File: config.mk
export PLATFORM = sky130hd
export DESIGN_NAME = osd_ram_writer
export DESIGN_NICKNAME = d
export VERILOG_FILES = /design/src/rtl/osd_ram_writer.sv
export SDC_FILE = /design/constraint.sdc
export NUM_CORES = 1
export LEC_CHECK = 0
export CORE_ASPECT_RATIO = 0.9
export CORE_UTILIZATION = 50
export CTS_BUF_LIST = sky130_fd_sc_hd__clkbuf_8 sky130_fd_sc_hd__clkbuf_16
export DETAILED_ROUTE_END_ITERATION = 6
export GPL_TIMING_DRIVEN = 0
export PLACE_DENSITY = 0.78
export SETUP_SLACK_MARGIN = 0.15
export SLEW_MARGIN = 20
export SYNTH_ARGS = -nofsm -noshare
export SYNTH_HDL_FRONTEND = slang
export SYNTH_SLANG_ARGS = --single-unit
File: constraint.sdc
create_clock -name clk -period 3.2 [get_ports clk]
set_input_delay 0.32 -clock clk [delete_from_list [all_inputs] [get_ports clk]]
set_output_delay 0.32 -clock clk [all_outputs]
set_load 0.03 [all_outputs]
File: src/rtl/osd_ram_writer.sv
// ----------------------------------------------------------------------------
// osd_ram_writer
//
// Command-driven writer and round-robin arbiter for the OSD character RAM
// write port. Two requesters (port 0: JVS status/debug printer, port 1:
// host/APF command path) submit high-level commands. Each command becomes a
// stream of single-cycle RAM writes at linear address row*COLS+col.
// Ops: 0=PUTC, 1=FILL, 2=HEX, 3=CLEAR.
//
// Ports:
//   clk, reset           system clock, synchronous active-high reset
//   vblank               vertical blank; gates writes only with OSD_VBLANK_WR_EN
//   req_valid/req_ready  per-requester command handshake (index = port)
//   req_op/col/row/data/len  packed per-requester command fields
//   done, err            one-cycle completion / rejection pulse to the owner
//   busy                 high in CHECK, WRITE and DONE
//   wr_addr/wr_data/wr_en  character RAM write port
//
// Handshake: a command is accepted on the cycle where req_valid[n] and
// req_ready[n] are both high. req_ready is only ever high in IDLE and only
// for the granted requester; fields are sampled solely on that cycle, and
// req_valid may be withdrawn before acceptance without side effects.
//
// Optional build macro: OSD_VBLANK_WR_EN -- when defined, writes in WRITE
// issue only while vblank is high; address and count hold while it is low.
// ----------------------------------------------------------------------------
module osd_ram_writer #(
   parameter int COLS   = 40,
   parameter int ROWS   = 30,
   parameter int ADDR_W = 11
) (
   input  logic              clk,
   input  logic              reset,
   input  logic              vblank,
   input  logic [1:0]        req_valid,
   output logic [1:0]        req_ready,
   input  logic [3:0]        req_op,
   input  logic [11:0]       req_col,
   input  logic [9:0]        req_row,
   input  logic [15:0]       req_data,
   input  logic [13:0]       req_len,
   output logic [1:0]        done,
   output logic [1:0]        err,
   output logic              busy,
   output logic [ADDR_W-1:0] wr_addr,
   output logic [7:0]        wr_data,
   output logic              wr_en
);

   localparam int TOTAL = COLS * ROWS;
   localparam int CNT_W = ADDR_W + 1;

   localparam logic [1:0] OP_PUTC  = 2'd0;
   localparam logic [1:0] OP_FILL  = 2'd1;
   localparam logic [1:0] OP_HEX   = 2'd2;
   localparam logic [1:0] OP_CLEAR = 2'd3;

   typedef enum logic [1:0] {
      S_IDLE  = 2'd0,
      S_CHECK = 2'd1,
      S_WRITE = 2'd2,
      S_DONE  = 2'd3
   } state_t;

   // FSM state register, kept as a plain named enum for checker binding.
   state_t             state;
   logic               last_grant;
   logic               owner;
   logic [1:0]         op_q;
   logic [5:0]         col_q;
   logic [4:0]         row_q;
   logic [7:0]         data_q;
   logic [6:0]         len_q;
   logic [CNT_W-1:0]   remain;
   logic               wr_pend;

   logic               gnt_any;
   logic               gnt_idx;
   logic               advance;
   logic               pos_bad;
   logic [ADDR_W-1:0]  start_addr;
   logic [ADDR_W-1:0]  next_addr;
   logic [CNT_W-1:0]   first_count;
   logic [7:0]         first_data;
   logic [7:0]         next_data;
   logic [1:0]         owner_mask;

   function automatic logic [7:0] hex_char(input logic [3:0] n);
      // 0-9 -> '0'..'9', A-F -> 'A'..'F' (8'h41 - 10 = 8'h37)
      return (n < 4'd10) ? (8'h30 + {4'h0, n}) : (8'h37 + {4'h0, n});
   endfunction

   // Grant: a lone requester wins; on contention the one not served last wins.
   always_comb begin
      gnt_any = |req_valid;
      gnt_idx = 1'b0;
      if (req_valid == 2'b11)
         gnt_idx = ~last_grant;
      else if (req_valid[1])
         gnt_idx = 1'b1;
   end

   assign req_ready = (state == S_IDLE && gnt_any && !reset)
                      ? (gnt_idx ? 2'b10 : 2'b01) : 2'b00;

   assign owner_mask = owner ? 2'b10 : 2'b01;

   assign pos_bad    = (32'(col_q) >= COLS) || (32'(row_q) >= ROWS);
   assign start_addr = ADDR_W'(32'(row_q) * COLS + 32'(col_q));

   always_comb begin
      first_count = CNT_W'(1);
      case (op_q)
         OP_FILL:  first_count = (len_q == 7'd0) ? CNT_W'(1) : CNT_W'(len_q);
         OP_HEX:   first_count = CNT_W'(2);
         OP_CLEAR: first_count = CNT_W'(TOTAL);
         default:  first_count = CNT_W'(1);
      endcase
   end

   // HEX prints the high nibble first; every later write of a HEX command is
   // the low nibble. All other ops repeat the latched code.
   assign first_data = (op_q == OP_HEX) ? hex_char(data_q[7:4]) : data_q;
   assign next_data  = (op_q == OP_HEX) ? hex_char(data_q[3:0]) : data_q;

   // Linear address wraps at the end of the screen, never beyond it.
   assign next_addr = (wr_addr == ADDR_W'(TOTAL - 1)) ? '0 : wr_addr + ADDR_W'(1);

`ifdef OSD_VBLANK_WR_EN
   // The pending write is presented only while vblank is high and advances
   // only then; while vblank is low the address/count simply hold.
   assign advance = vblank;
   assign wr_en   = wr_pend & vblank;
`else
   logic vblank_unused;
   assign vblank_unused = vblank;
   assign advance       = 1'b1;
   assign wr_en         = wr_pend;
`endif

   always_ff @(posedge clk) begin
      if (reset) begin
         state      <= S_IDLE;
         last_grant <= 1'b1;
         owner      <= 1'b0;
         op_q       <= '0;
         col_q      <= '0;
         row_q      <= '0;
         data_q     <= '0;
         len_q      <= '0;
         remain     <= '0;
         wr_pend    <= 1'b0;
         wr_addr    <= '0;
         wr_data    <= '0;
         done       <= '0;
         err        <= '0;
         busy       <= 1'b0;
      end else begin
         done <= '0;
         err  <= '0;
         case (state)
            S_IDLE: begin
               if (|(req_valid & req_ready)) begin
                  owner      <= gnt_idx;
                  last_grant <= gnt_idx;
                  op_q       <= gnt_idx ? req_op[3:2]    : req_op[1:0];
                  col_q      <= gnt_idx ? req_col[11:6]  : req_col[5:0];
                  row_q      <= gnt_idx ? req_row[9:5]   : req_row[4:0];
                  data_q     <= gnt_idx ? req_data[15:8] : req_data[7:0];
                  len_q      <= gnt_idx ? req_len[13:7]  : req_len[6:0];
                  busy       <= 1'b1;
                  state      <= S_CHECK;
               end
            end
            S_CHECK: begin
               if (op_q != OP_CLEAR && pos_bad) begin
                  err   <= owner_mask;
                  busy  <= 1'b0;
                  state <= S_IDLE;
               end else begin
                  wr_pend <= 1'b1;
                  wr_addr <= (op_q == OP_CLEAR) ? '0 : start_addr;
                  wr_data <= first_data;
                  remain  <= first_count - CNT_W'(1);
                  state   <= S_WRITE;
               end
            end
            S_WRITE: begin
               // remain counts writes still to issue after the presented one.
               if (advance) begin
                  if (remain == '0) begin
                     wr_pend <= 1'b0;
                     done    <= owner_mask;
                     state   <= S_DONE;
                  end else begin
                     wr_addr <= next_addr;
                     wr_data <= next_data;
                     remain  <= remain - CNT_W'(1);
                  end
               end
            end
            S_DONE: begin
               busy  <= 1'b0;
               state <= S_IDLE;
            end
            default: state <= S_IDLE;
         endcase
      end
   end

endmodule

==> results.toml <==
[layout]
drive_above_1_share_pct = 7.62
area_growth_pct = 28.9
fin_nets = 675
antenna_cells = 0
fillCellCount = 698

[grt]
grt_max_degree = 14
grt_pass1_vias = 4032
grt_pass1_wl_um = 20500
grt_use_total_pct = 30.4
overflow = 0
antenna_found_initial = 0

[sta]
setup_violations = 0
fin_crit_ns = 2.90
final_max_slew_viol_count = 0
slew_headroom_pct = 49.1
skew_ns = 0.0108
rsz0062_at_grt = "false"
worstMarginPinSlew_ns = 0.764
hold_slack_ns = 0.468
max_freq_ghz = 0.345
final.setup.tns_ns = 0
finalHoldViolations = 0
fin_ws_ns = 0.299
period_share_pct = 90.7

[synth]
ys_ff_latch = 69
yosys_most_used_dff = "dfxtp_1"
avgSynthCellArea_sq_um = 8.34
netlist_instances = 502
synth_area_sq_um = 4190
synth_common_cells = "69 x dfxtp_1, 60 x nor2_1, 34 x a211oi_1"
synth_xor_xnor_area_share_pct = 1.79
ys_async_sr_fraction_pct = 0
synthesis.nets = 578
synth-adder-area-share_pct = 4.84
synthMuxAreaShare_pct = 8.18
yosysUniqueCellTypes = 70
synth_compound_area_share_pct = 25.1
yosysSeqAreaShare_pct = 33.0
synth_edf_count = 0
yosysWarnings = 0
synth_area_leader_cell = "dfxtp_1"
yosysMostFrequentCell = "dfxtp_1"
synthTopCellsByArea = "dfxtp_1 33%, mux2i_1 7.6%, a211oi_1 6.1%"
synth_top_family_by_area = "compound AO/OA/AOI/OAI gates"
synth-simple-area-share_pct = 21.7
synth_top_area_share_pct = 33.0

[clocking]
htree_levels = 3
cts_hold_buffers = 0
cts_tree = "yes"
numCtsBuffers = 9
numClockSinks = 69
root_buffer = "clkbuf_8"
cts_buffer_depth = 2
clkLatencyLatePin_ns = 0.36
clk_pin_slew_ns = 0.08

[min_path]
holdCritPathClass = "flop to flop"

[worst_setup_path]
crit_path_start = "row_q[1]$_SDFFE_PP0P_"
reg2reg_from = "row_q[1]$_SDFFE_PP0P_"
crit_end = "wr_addr[9]$_SDFFE_PP0P_"
start_kind = "flop"
slowest_delay_ns = 0.50
path_class = "flop to flop"
worst_setup_path_end_kind = "flop"
crit_slowest_cell = "dfxtp_1"
worstRegToRegCells = 8
cp_common_cell = "ha_1"
critical_path_arrival_ns = 3.14
reg2reg_slack_ns = 0.30
reg2reg_to = "wr_addr[9]$_SDFFE_PP0P_"
cp_data_required_time_ns = 3.44
crit_fanout = 5
crit_chain = "ha_1, ha_1, inv_1, fa_1, nor4_1, xnor3_1, and4_1, a311o_2"

[route]
firstDrtPassIters = 7
viasPerCell = 6.22
final_antenna_net_count = 0
wirelength_um = 12900
drtIter0Drc = 280
num_vias = 4376
drc = 3
detail_route.wl_per_cell_um = 18.4

[floorplan]
die_y_um = 88.8
die_w_um = 98.5
start_util_pct = 51.9
coreArea_sq_um = 8070
row_count = 31
die-area_sq_um = 8750
io_pins = 88

[placement]
place_congestion = 0.928
dp_hpwl_um = 9640
dp_slack_ns = 0.116
numPortBuffers = 86

[pwr]
power.leakage_nw = 2.07
total_power_mw = 5.19
p_per_area_nw_per_um2 = 962
ir_drop_v = 0.000397

[run_status]
violations = "design-rule violations"
status = "finished, violations left"

[job]
cap_violations = 0
-- how the worst min path moves through the flow --
stage / cells after the start / from / slack, ns / to
finish: 2 / wr_data[7]$_SDFFE_PP0P_ / 0.47 / wr_data[7]$_SDFFE_PP0P_
global route: 2 / wr_data[4]$_SDFFE_PP0P_ / 0.48 / wr_data[4]$_SDFFE_PP0P_
CTS: 2 / wr_data[4]$_SDFFE_PP0P_ / 0.46 / wr_data[4]$_SDFFE_PP0P_
detailed placement: 2 / wr_data[4]$_SDFFE_PP0P_ / 0.45 / wr_data[4]$_SDFFE_PP0P_
global placement: 2 / wr_data[7]$_SDFFE_PP0P_ / 0.44 / wr_data[7]$_SDFFE_PP0P_
floorplan: 2 / last_grant$_SDFFE_PP1P_ / 0.43 / last_grant$_SDFFE_PP1P_
-- sequential cells by signal, summed over array words and instances, names as in the netlist, named ones only --
name	cells
col_q	6
data_q	8
err	2
last_grant	1
wr_data	8
done	2
wr_en	1
row_q	5
busy	1
len_q	7
state	1
owner	1
wr_addr	11
remain	12
op_q	2
-- critical path, delay by kind of cell, from the launching register on --
family          cells  cell delay, ns
compound gates      1            0.35
fa+ha+maj           3            0.96
xor+xnor            1            0.32
buf+inv             1            0.07
flops               1            0.50
simple gates        2            0.58
-- layout make-up --
| class | instances | area, sq um | area share [%] |
|---|---|---|---|
| buffer | 34 | 170 | 3.15 |
| clock buffer | 9 | 124 | 2.29 |
| inverter | 16 | 60.1 | 1.11 |
| multi-input combinational | 383 | 2580 | 47.8 |
| timing repair buffer | 86 | 861 | 15.9 |
| clock inverter | 7 | 97.6 | 1.81 |
| tap | 99 | 124 | 2.29 |
| sequential | 69 | 1380 | 25.6 |
-- per-stage QoR --
| step | area (sq um) | util, % | instances |
|---|---|---|---|
| floorplan | 4190 | - | 502 |
| global placement | 5170 | 64.1 | 687 |
| detailed placement | 5170 | 64.1 | 687 |
| CTS | 5400 | 66.9 | 703 |
| global route | 5400 | 66.9 | 703 |
| finish | 5400 | 66.9 | 703 |
-- cells by family (layout without fill, tap and decap cells) --
family,Yosys count,in the layout
multiplexers,34,34
adder cells (fa/ha/maj),15,15
XOR/XNOR,7,7
AO/OA/AOI/OAI,151,151
AND/OR/NAND/NOR,176,176
buffers and inverters,50,152
flip-flops,69,69
-- placed cells by master (no fill, tap or decap), drive strengths merged, types with 19 or more instances in the layout --
master,n
clkdlybuf4s50,86
dfxtp,69
nor2,60
a211oi,34
a21oi,33
mux2i,32
clkbuf,28
nand2,25
o21ai,22
inv,19
-- per-layer routing --
layer / up-vias / part of all wire, % / track usage (%)
met4: 0 / 1.6 / 8.55
met2: 229 / 46 / 50.7
li1: 2069 / - / -
met1: 2053 / 44 / 40.6
met3: 25 / 9.1 / 5.69
met5: - / 0 / 0
-- repair_timing --
| action | 4_1_cts | 5_1_grt |
|---|---|---|
| gates resized for setup | 1 | 2 |
| setup endpoints to repair | 1 | 1 |
| buffers inserted | 0 | 0 |
-- power breakdown --
part           switching (mW)  total, mW  internal, mW
Clock                   0.372      0.815         0.443
Sequential              0.329       1.49          1.16
Combinational            1.77       2.89          1.12
Note: power is estimated with default switching activity, not from simulation.
